===== src/rtl/cpu_pkg.sv =====
// Shared CPU front-end definitions: address width, reset PC, sequential increment
// and the PC sequencer state encoding (reused by the hazard unit and trace monitor).
package cpu_pkg;

   localparam int unsigned PcXlen    = 32;
   localparam logic [31:0] PcResetPc = 32'h0000_0000;
   localparam int unsigned PcInc     = 4;

   typedef enum logic [1:0] {
      PcBoot  = 2'd0,
      PcFetch = 2'd1,
      PcPend  = 2'd2,
      PcStall = 2'd3
   } pc_state_e;

   // Instruction targets must be word aligned; low bits set means a misaligned redirect.
   function automatic logic misaligned(input logic [1:0] low);
      return low != 2'b00;
   endfunction

endpackage


===== src/rtl/redirect_latch.sv =====
// Holds one pending redirect target while the fetch request it arrived with is still
// waiting for acceptance. First redirect wins; younger ones are wrong-path and dropped.
// Ports:
//   clk, rst_n  clock, async active-low reset (discards any pending target)
//   set_i       capture data_i if nothing is pending
//   clr_i       pending target committed to the PC this cycle
//   data_i      redirect target
//   valid_o     a target is pending
//   data_o      pending target
module redirect_latch #(
   parameter int unsigned Width = 32
) (
   input  logic             clk,
   input  logic             rst_n,
   input  logic             set_i,
   input  logic             clr_i,
   input  logic [Width-1:0] data_i,
   output logic             valid_o,
   output logic [Width-1:0] data_o
);

   logic             valid_q, valid_d;
   logic [Width-1:0] data_q, data_d;

   always_comb begin
      valid_d = valid_q;
      data_d  = data_q;
      if (clr_i) begin
         valid_d = 1'b0;
      end else if (set_i && !valid_q) begin
         valid_d = 1'b1;
         data_d  = data_i;
      end
   end

   always_ff @(posedge clk or negedge rst_n) begin
      if (!rst_n) begin
         valid_q <= 1'b0;
         data_q  <= '0;
      end else begin
         valid_q <= valid_d;
         data_q  <= data_d;
      end
   end

   assign valid_o = valid_q;
   assign data_o  = data_q;

endmodule


===== src/rtl/pc_sequencer.sv =====
// Program-counter sequencer behind the branch unit. Owns the PC, drives the
// instruction-fetch valid/ready handshake and pulses flush (and misalign) for one
// cycle when a redirect commits to the PC.
// Ports:
//   clk, rst_n   clock, async active-low reset
//   taken, jump  redirect request from the branch unit; target is its address
//   stall        downstream cannot take more instructions
//   fetch_ready  imem accepts the request this cycle
//   fetch_valid  request valid; fetch_addr is the current PC
//   pc_plus4     fetch_addr + INC (link value)
//   flush        one-cycle kill of wrong-path fetch/decode
//   misalign     accompanies flush when the redirect target was not word aligned
module pc_sequencer
   import cpu_pkg::*;
#(
   parameter int unsigned      XLEN     = PcXlen,
   parameter logic [XLEN-1:0]  RESET_PC = XLEN'(PcResetPc),
   parameter int unsigned      INC      = PcInc
) (
   input  logic            clk,
   input  logic            rst_n,
   input  logic            taken,
   input  logic            jump,
   input  logic [XLEN-1:0] target,
   input  logic            stall,
   input  logic            fetch_ready,
   output logic            fetch_valid,
   output logic [XLEN-1:0] fetch_addr,
   output logic [XLEN-1:0] pc_plus4,
   output logic            flush,
   output logic            misalign
);

   pc_state_e       state_q, state_d;
   logic [XLEN-1:0] pc_q, pc_d;
   logic            flush_q, flush_d;
   logic            misalign_q, misalign_d;

   logic            redirect, handshake, valid_int;
   logic            pend_set, pend_clr, pend_valid;
   logic [XLEN-1:0] pend_target;

   assign redirect  = taken | jump;
   assign valid_int = (state_q == PcFetch) || (state_q == PcPend);
   assign handshake = valid_int & fetch_ready;

   redirect_latch #(
      .Width (XLEN)
   ) u_redirect_latch (
      .clk     (clk),
      .rst_n   (rst_n),
      .set_i   (pend_set),
      .clr_i   (pend_clr),
      .data_i  (target),
      .valid_o (pend_valid),
      .data_o  (pend_target)
   );

   always_comb begin
      state_d    = state_q;
      pc_d       = pc_q;
      flush_d    = 1'b0;
      misalign_d = 1'b0;
      pend_set   = 1'b0;
      pend_clr   = 1'b0;
      unique case (state_q)
         PcBoot: state_d = PcFetch;
         PcFetch: begin
            if (handshake) begin
               if (redirect) begin
                  pc_d       = {target[XLEN-1:2], 2'b00};
                  flush_d    = 1'b1;
                  misalign_d = misaligned(target[1:0]);
               end else begin
                  pc_d = pc_q + XLEN'(INC);
               end
               state_d = stall ? PcStall : PcFetch;
            end else if (redirect) begin
               // Request outstanding: address must stay stable, so park the target.
               pend_set = 1'b1;
               state_d  = PcPend;
            end
         end
         PcPend: begin
            // New redirects are younger wrong-path ones and are ignored here.
            if (handshake) begin
               pend_clr = 1'b1;
               if (pend_valid) begin
                  pc_d       = {pend_target[XLEN-1:2], 2'b00};
                  flush_d    = 1'b1;
                  misalign_d = misaligned(pend_target[1:0]);
               end else begin
                  pc_d = pc_q + XLEN'(INC);
               end
               state_d = stall ? PcStall : PcFetch;
            end
         end
         PcStall: begin
            // No request is outstanding, so a redirect can land on the PC at once.
            if (redirect) begin
               pc_d       = {target[XLEN-1:2], 2'b00};
               flush_d    = 1'b1;
               misalign_d = misaligned(target[1:0]);
            end
            if (!stall) state_d = PcFetch;
         end
         default: state_d = PcBoot;
      endcase
   end

   always_ff @(posedge clk or negedge rst_n) begin
      if (!rst_n) begin
         state_q    <= PcBoot;
         pc_q       <= RESET_PC;
         flush_q    <= 1'b0;
         misalign_q <= 1'b0;
      end else begin
         state_q    <= state_d;
         pc_q       <= pc_d;
         flush_q    <= flush_d;
         misalign_q <= misalign_d;
      end
   end

   assign fetch_valid = valid_int;
   assign fetch_addr  = pc_q;
   assign pc_plus4    = pc_q + XLEN'(INC);
   assign flush       = flush_q;
   assign misalign    = misalign_q;

endmodule


===== config.mk =====
export PLATFORM = sky130hd
export DESIGN_NAME = pc_sequencer
export DESIGN_NICKNAME = d
export VERILOG_FILES = /design/src/rtl/cpu_pkg.sv /design/src/rtl/redirect_latch.sv /design/src/rtl/pc_sequencer.sv
export SDC_FILE = /design/constraint.sdc
export NUM_CORES = 1
export LEC_CHECK = 0
export CAP_MARGIN = 20
export CORE_ASPECT_RATIO = 1.75
export CORE_MARGIN = 5
export CORE_UTILIZATION = 54
export DETAILED_ROUTE_END_ITERATION = 8
export GPL_ROUTABILITY_DRIVEN = 0
export PLACE_DENSITY = 0.94
export SKIP_LAST_GASP = 1
export SYNTH_ARGS = -nofsm -noshare
export SYNTH_HDL_FRONTEND = slang
export SYNTH_SLANG_ARGS = --single-unit

===== constraint.sdc =====
create_clock -name clk -period 6 [get_ports clk]
set_clock_uncertainty 0.15 [all_clocks]
set_input_delay 1.8 -clock clk [delete_from_list [all_inputs] [get_ports clk]]
set_output_delay 1.8 -clock clk [all_outputs]
set_load 0.05 [all_outputs]

==> metrics.md, run 1 <==
| Metric | Value |
|---|---|
| Xor/xnor share of the synthesized area | `0.0583` |
| Post-cts resize count | `0` |
| Crit path max-delay family | `simple AND/OR/NAND/NOR gates` |
| Area growth syn-to-layout | `31.6%` |
| Synth Register Bits | `67` |
| Fin cells | `620` |
| Initial Util | `0.556` |
| Slew Limit Fails | `0` |
| Cts-stage hold buffer count | `0` |
| Dpl cells | `603` |
| Switch share | `0.515` |
| Slowest cell delay on critical path | `0.83 ns` |
| Die Y | `127 µm` |
| Setup TNS | `0 ns` |
| Vias | `4141` |
| Comb pwr share | `0.610` |
| Hold Path Class | `flop to flop` |
| Worst Path Required | `4.05 ns` |
| Slew margin rel. | `0.406` |
| Final min period | `5.33 ns` |
| Worst r2r src | `state_q[0]$_DFFE_PN0P_` |
| # rows | `42` |
| Final hold slack | `0.357 ns` |
| Crit Path Max Fanout | `8` |
| Static Leak | `2.25 nW` |
| Syn Std Cell Area | `4210 µm²` |
| Synth Area in Adders | `0.0149` |
| Overall power | `3.80 mW` |
| Sequential share of the synthesized area | `0.399` |
| Count of cell types in the netlist | `62` |
| IO Port Bufs | `100` |
| Layout cell share with drive strength beyond 1 | `0.133` |
| First-pass GRT wire length | `21100 µm` |
| Post-Route WL | `13100 µm` |
| Fin crit share | `0.888` |
| Worst Path Arrival | `3.38 ns` |
| CTS tree | `built` |
| CTS max path bufs | `2` |
| Vias per Instance | `6.68` |
| Synth Area in Simple Gates | `0.155` |
| Critical path capture point type | `output port` |
| Grt total ovfl | `0` |
| Clk Latency, worst-skew pair | `0.34 ns` |
| RSZ-0062 raised after global routing | `no` |
| Vias in the first global route | `4250` |
| Worst Tran Pin Value | `0.890 ns` |
| Postcts setup bufs | `0` |
| ANT nets after route | `0` |
| Peak supply drop | `0.000588 V` |
| Hold Startpoint | `u_redirect_latch.data_o[15]$_DFFE_PN0P_` |
| Die width | `76.7 µm` |
| Avg Inst Size Synth | `9.65 µm²` |
| Async S/R FF share, synth | `1.00` |
| Sw Pwr | `1.95 mW` |
| IO Count | `105` |
| Type of origin of the critical path | `flop` |
| Power per standard cell area | `686 nW/µm²` |
| Core ar. | `7570 µm²` |
| Root Driver | `clkbuf_16` |
| Synth Instances | `436` |
| Post-synth EDFFs | `0` |
| Critical Path Start | `fetch_addr[2]$_DFFE_PN0P_` |
| Antenna Cells | `0` |
| Crit path max-delay cell type | `clkdlybuf4s50_1` |
| Mux cell area share after synthesis | `0.0904` |
| Final hold vios | `0` |
| Routed len/inst | `21.1 µm` |
| Crit path kind | `flop to output port` |
| CTS Buf Count | `9` |
| Post-DP HPWL | `9310 µm` |
| Run status | `finished, final reports clean` |
| Nets | `570` |
| Full die area | `9720 µm²` |
| Initial DRC count | `484` |
| CTS clk-pin slew, worst paths | `0.05 ns` |
| Initial antenna violation count | `0` |
| Number of max-cap violations | `0` |
| Worst Path Buf+Inv | `1` |
| Pre-Repair DR Iteration Count | `5` |
| CTS H-tree depth | `3` |
| Setup violations, final | `0` |
| Largest family of logic cells by synthesized area | `compound AO/OA/AOI/OAI gates` |
| Largest net degree at the start of global routing | `36` |
| Worst path cell trace | `ha_1, nand3_1, or3_1, nor4_1, xor2_1, clkdlybuf4s50_1` |
| Complex-gate fraction of the synthesized area | `0.225` |
| Final Util | `0.731` |
| Part of the power in registers | `0.253` |
| P_int | `1.84 mW` |
| Max Fclk | `188 MHz` |
| Clock network power share | `0.137` |
| Primary FF master, synth | `dfrtp_1` |
| Clk sink count | `67` |
| Syn. warnings | `0` |
| All-Layer GR Usage | `0.269` |
| DRC errors left | `0` |
## flip-flops by register name, indices dropped and copies added (netlist names)
| name | flops |
|---|---|
| fetch_addr | 30 |
| flush | 1 |
| state_q | 2 |
| misalign | 1 |
| u_redirect_latch.valid_o | 1 |
| u_redirect_latch.data_o | 32 |
## layout make-up
class	count	area, µm²
clock inverters	2	35.0
well taps	88	110
inverters	14	52.6
flip-flops and latches	67	1680
clock buffers	14	254
repair buffers	110	1100
fillers	544	2030
multi-input cells	325	2300
## power groups by stage
stage	Sequential (mW)	Clock (mW)	Combinational, mW
floorplan	1.24	0	1.26
global placement	0.929	0	2.22
detailed placement	0.951	0	2.28
CTS	0.947	0.526	2.29
global route	0.987	0.545	2.43
finish	0.962	0.520	2.32
## metrics by stage
stage	setup WS (ns)	area, µm²
after floorplan	1.24	4220
after global placement	1.36	5220
after detailed placement	1.18	5220
after CTS	0.793	5510
after global routing	0.567	5530
final	0.674	5530
## Yosys cell counts (all sizes together) (4+ instances only)
library cell / number / area, µm²
inv: 14 / 52.6
a22o: 9 / 78.8
nor3: 10 / 50.1
nand4: 10 / 92.6
xnor2: 14 / 123
buf: 9 / 76.3
o21ai: 28 / 140
a31oi: 4 / 25.0
nand3: 18 / 90.1
nor2: 29 / 109
o211ai: 7 / 52.6
a21oi: 21 / 105
a22oi: 8 / 60.1
mux2: 32 / 360
nor4: 7 / 43.8
o2bb2ai: 10 / 87.6
o31ai: 6 / 50.1
or3: 7 / 50.1
dfrtp: 67 / 1680
nand2: 26 / 97.6
a222oi: 10 / 100
xor2: 14 / 123
clkbuf: 24 / 111
o22ai: 5 / 31.3
ha: 5 / 62.6
## cell families (layout without fill, tap and decap cells)
| kind of cell | after synthesis | after routing |
|---|---|---|
| buffers and inverters | 47 | 140 |
| XOR/XNOR | 28 | 28 |
| adder cells (fa/ha/maj) | 5 | 5 |
| AO/OA/AOI/OAI | 130 | 130 |
| AND/OR/NAND/NOR | 124 | 124 |
| flip-flops | 67 | 67 |
| other | 1 | 4 |
| multiplexers | 34 | 34 |
## cells in the final DEF (no fill, tap or decap), types with 10 or more instances in the layout
cell / Yosys / layout
dfrtp_1: 67 / 67
a21oi_1: 21 / 21
o21ai_0: 28 / 28
inv_1: 14 / 14
clkdlybuf4s50_1: 0 / 99
o2bb2ai_1: 10 / 10
xnor2_1: 14 / 14
xor2_1: 14 / 14
nor2_1: 29 / 28
mux2_2: 32 / 32
nand2_1: 26 / 26
nor3_1: 10 / 10
a222oi_1: 10 / 10
nand3_1: 18 / 18
## worst paths after layout
path	to	slack, ns	cells after the start
min in group asynchronous	u_redirect_latch.data_o[1]$_DFFE_PN0P_	1.39	1
min	u_redirect_latch.data_o[15]$_DFFE_PN0P_	0.36	1
max in group asynchronous	fetch_addr[24]$_DFFE_PN0P_	3.36	2
min reg2reg	u_redirect_latch.data_o[15]$_DFFE_PN0P_	0.36	1
max	pc_plus4[26]	0.67	6
max reg2reg	fetch_addr[9]$_DFFE_PN0P_	3.14	9
## per-layer routing
layer	GRT usage	vias up	part of all wire
met1	0.290	2002	0.33
met4	0.178	0	0.048
met5	0	-	0
met2	0.472	276	0.54
li1	-	1803	-
met3	0.0504	60	0.080
(Power assumes the default switching activity.)
==> inputs of run 2 (changes only) <==
- CTS_CLUSTER_DIAMETER: default -> 30
==> results of run 2 <==
The final DEF is identical to that of run 1; final timing and power are the same.
==> inputs of run 3 (changes only) <==
- GPL_ROUTABILITY_DRIVEN: 0 -> default
- PLACE_DENSITY: 0.94 -> 0.88
==> run 3 against run 2 <==
  * First-iteration DRC count is 15% lower
  * Sequential share of layout area is 0.068 points lower
  * Critical path depth stayed put
  * Final cell count is 0.16% lower
  * Flip-flop and latch count stayed put
  * Combinational power hardly changed
  * Die area stayed put
  * Clock power is 12% higher
  * Critical path type unchanged
  * Critical endpoint is now pc_plus4[14]
  * Largest cell class unchanged
  * Largest power group unchanged
==> metrics.md, run 3 (synthesized netlist as in run 1, its figures left out) <==
| Metric | Value |
|---|---|
| CTS H-tree depth | `3` |
| Cell depth of the worst flop-to-flop path | `9` |
| Commonest non-fill, non-tap cell in the layout | `clkdlybuf4s50_1` |
| Antenna Cells | `0` |
| Static Leak | `2.25 nW` |
| Final min period | `5.11 ns` |
| Critical path capture point type | `output port` |
| First-pass GRT wire length | `20200 µm` |
| Worst Setup Slack, final | `0.887 ns` |
| Post-DP HPWL | `9060 µm` |
| Cts-stage hold buffer count | `0` |
| Slew margin rel. | `0.242` |
| Root Driver | `clkbuf_16` |
| R2r endpoint | `fetch_addr[19]$_DFFE_PN0P_` |
| CTS tree | `built` |
| Routed len/inst | `21.1 µm` |
| Worst r2r src | `state_q[0]$_DFFE_PN0P_` |
| Hold Path Class | `flop to flop` |
| Fin cells | `619` |
| CTS clk-pin slew, worst paths | `0.05 ns` |
| Layout cell share with drive strength beyond 1 | `0.137` |
| Clk Latency, worst-skew pair | `0.34 ns` |
| Routability cong. | `0.889` |
| Nets | `569` |
| Number of max-cap violations | `0` |
| Post-cts resize count | `0` |
| Overall power | `3.84 mW` |
| Worst Tran Pin Value | `1.14 ns` |
| Vias | `4083` |
| Hold Path Cell Cnt | `1` |
| Initial Util | `0.556` |
| Crit path max-delay family | `simple AND/OR/NAND/NOR gates` |
| Peak supply drop | `0.000486 V` |
| RSZ-0062 raised after global routing | `no` |
| Postcts setup bufs | `0` |
| Worst Path Required | `4.05 ns` |
| Initial DRC count | `410` |
| IO Count | `105` |
| Largest net degree at the start of global routing | `43` |
| Initial antenna violation count | `0` |
| FF-to-FF setup slack | `3.01 ns` |
| Type of origin of the critical path | `flop` |
| Core ar. | `7570 µm²` |
| All-Layer GR Usage | `0.259` |
| Max Fclk | `196 MHz` |
| Area growth syn-to-layout | `31.9%` |
| Commonest cells after routing, fill and taps aside | `99 x clkdlybuf4s50_1, 67 x dfrtp_1, 32 x mux2_2, 28 x nor2_1, 28 x o21ai_0` |
| Final hold slack | `0.360 ns` |
| Dpl cells | `602` |
| Placed Area | `5200 µm²` |
| Clk sink count | `67` |
| Worst Path Buf+Inv | `1` |
| Setup TNS | `0 ns` |
| Final Util | `0.733` |
| Grt total ovfl | `0` |
| Setup violations, final | `0` |
| Run status | `finished, final reports clean` |
| Vias per Instance | `6.60` |
| Die width | `76.7 µm` |
| CTS max path bufs | `2` |
| DRC errors left | `0` |
| Slowest cell delay on critical path | `0.83 ns` |
| Slew Limit Fails | `0` |
| Pre-CTS WS | `1.23 ns` |
| Crit path kind | `flop to output port` |
| Pre-Repair DR Iteration Count | `5` |
| Full die area | `9720 µm²` |
| ANT nets after route | `0` |
| Max reg flops | `32` |
| Vias in the first global route | `3926` |
| Hold Startpoint | `u_redirect_latch.data_o[5]$_DFFE_PN0P_` |
| Post-Route WL | `13000 µm` |
| Die Y | `127 µm` |
| CTS Buf Count | `9` |
| Crit Path Max Fanout | `8` |
| Power per standard cell area | `692 nW/µm²` |
| WHS Endpoint | `u_redirect_latch.data_o[5]$_DFFE_PN0P_` |
| Final hold vios | `0` |
| # rows | `42` |
| Worst Path Arrival | `3.16 ns` |
| Final instance area | `5550 µm²` |
| Crit path max-delay cell type | `clkdlybuf4s50_1` |
| IO Port Bufs | `100` |
| Fin crit share | `0.852` |
| Worst path cell trace | `ha_1, nand3_1, nor4_1, and3_1, xnor2_1, clkdlybuf4s50_1` |
[run 3: cell types whose count changed in the layout (fill, tap and decap cells not counted), sizes merged]
cell | previous run | this run
buf | 11 | 10
bufinv | 1 | 2
clkbuf | 14 | 12
clkinvlp | 0 | 1
[run 3: layout make-up]
| class | count | area [µm²] |
|---|---|---|
| multi-input cells | 325 | 2300 |
| fillers | 550 | 2020 |
| flip-flops and latches | 67 | 1680 |
| repair buffers | 109 | 1080 |
| clock buffers | 12 | 256 |
| well taps | 88 | 110 |
| clock inverters | 4 | 72.6 |
| inverters | 14 | 52.6 |
[run 3: worst max path at each step]
stage	start	end	slack, ns	cells past startpoint
CTS	fetch_addr[2]$_DFFE_PN0P_	pc_plus4[14]	0.90	6
global placement	fetch_addr[2]$_DFFE_PN0P_	pc_plus4[26]	1.35	6
finish	fetch_addr[2]$_DFFE_PN0P_	pc_plus4[14]	0.89	6
floorplan	fetch_addr[2]$_DFFE_PN0P_	pc_plus4[25]	1.24	6
detailed placement	fetch_addr[2]$_DFFE_PN0P_	pc_plus4[14]	1.23	6
global route	fetch_addr[2]$_DFFE_PN0P_	pc_plus4[26]	0.72	6
[run 3: power breakdown]
part	switching (mW)	total, mW	internal [mW]
Clock	0.198	0.584	0.386
Sequential	0.277	0.957	0.679
Combinational	1.48	2.30	0.816
[run 3: per-layer routing]
| metal | wire length (µm) | vias to the layer above | part of all wire | GRT usage |
|---|---|---|---|---|
| met3 | 888 | 43 | 0.068 | 0.0440 |
| met2 | 7010 | 224 | 0.54 | 0.454 |
| met4 | 649 | 0 | 0.050 | 0.171 |
| li1 | - | 1808 | - | - |
| met5 | 0 | - | 0 | 0 |
| met1 | 4490 | 2008 | 0.34 | 0.282 |
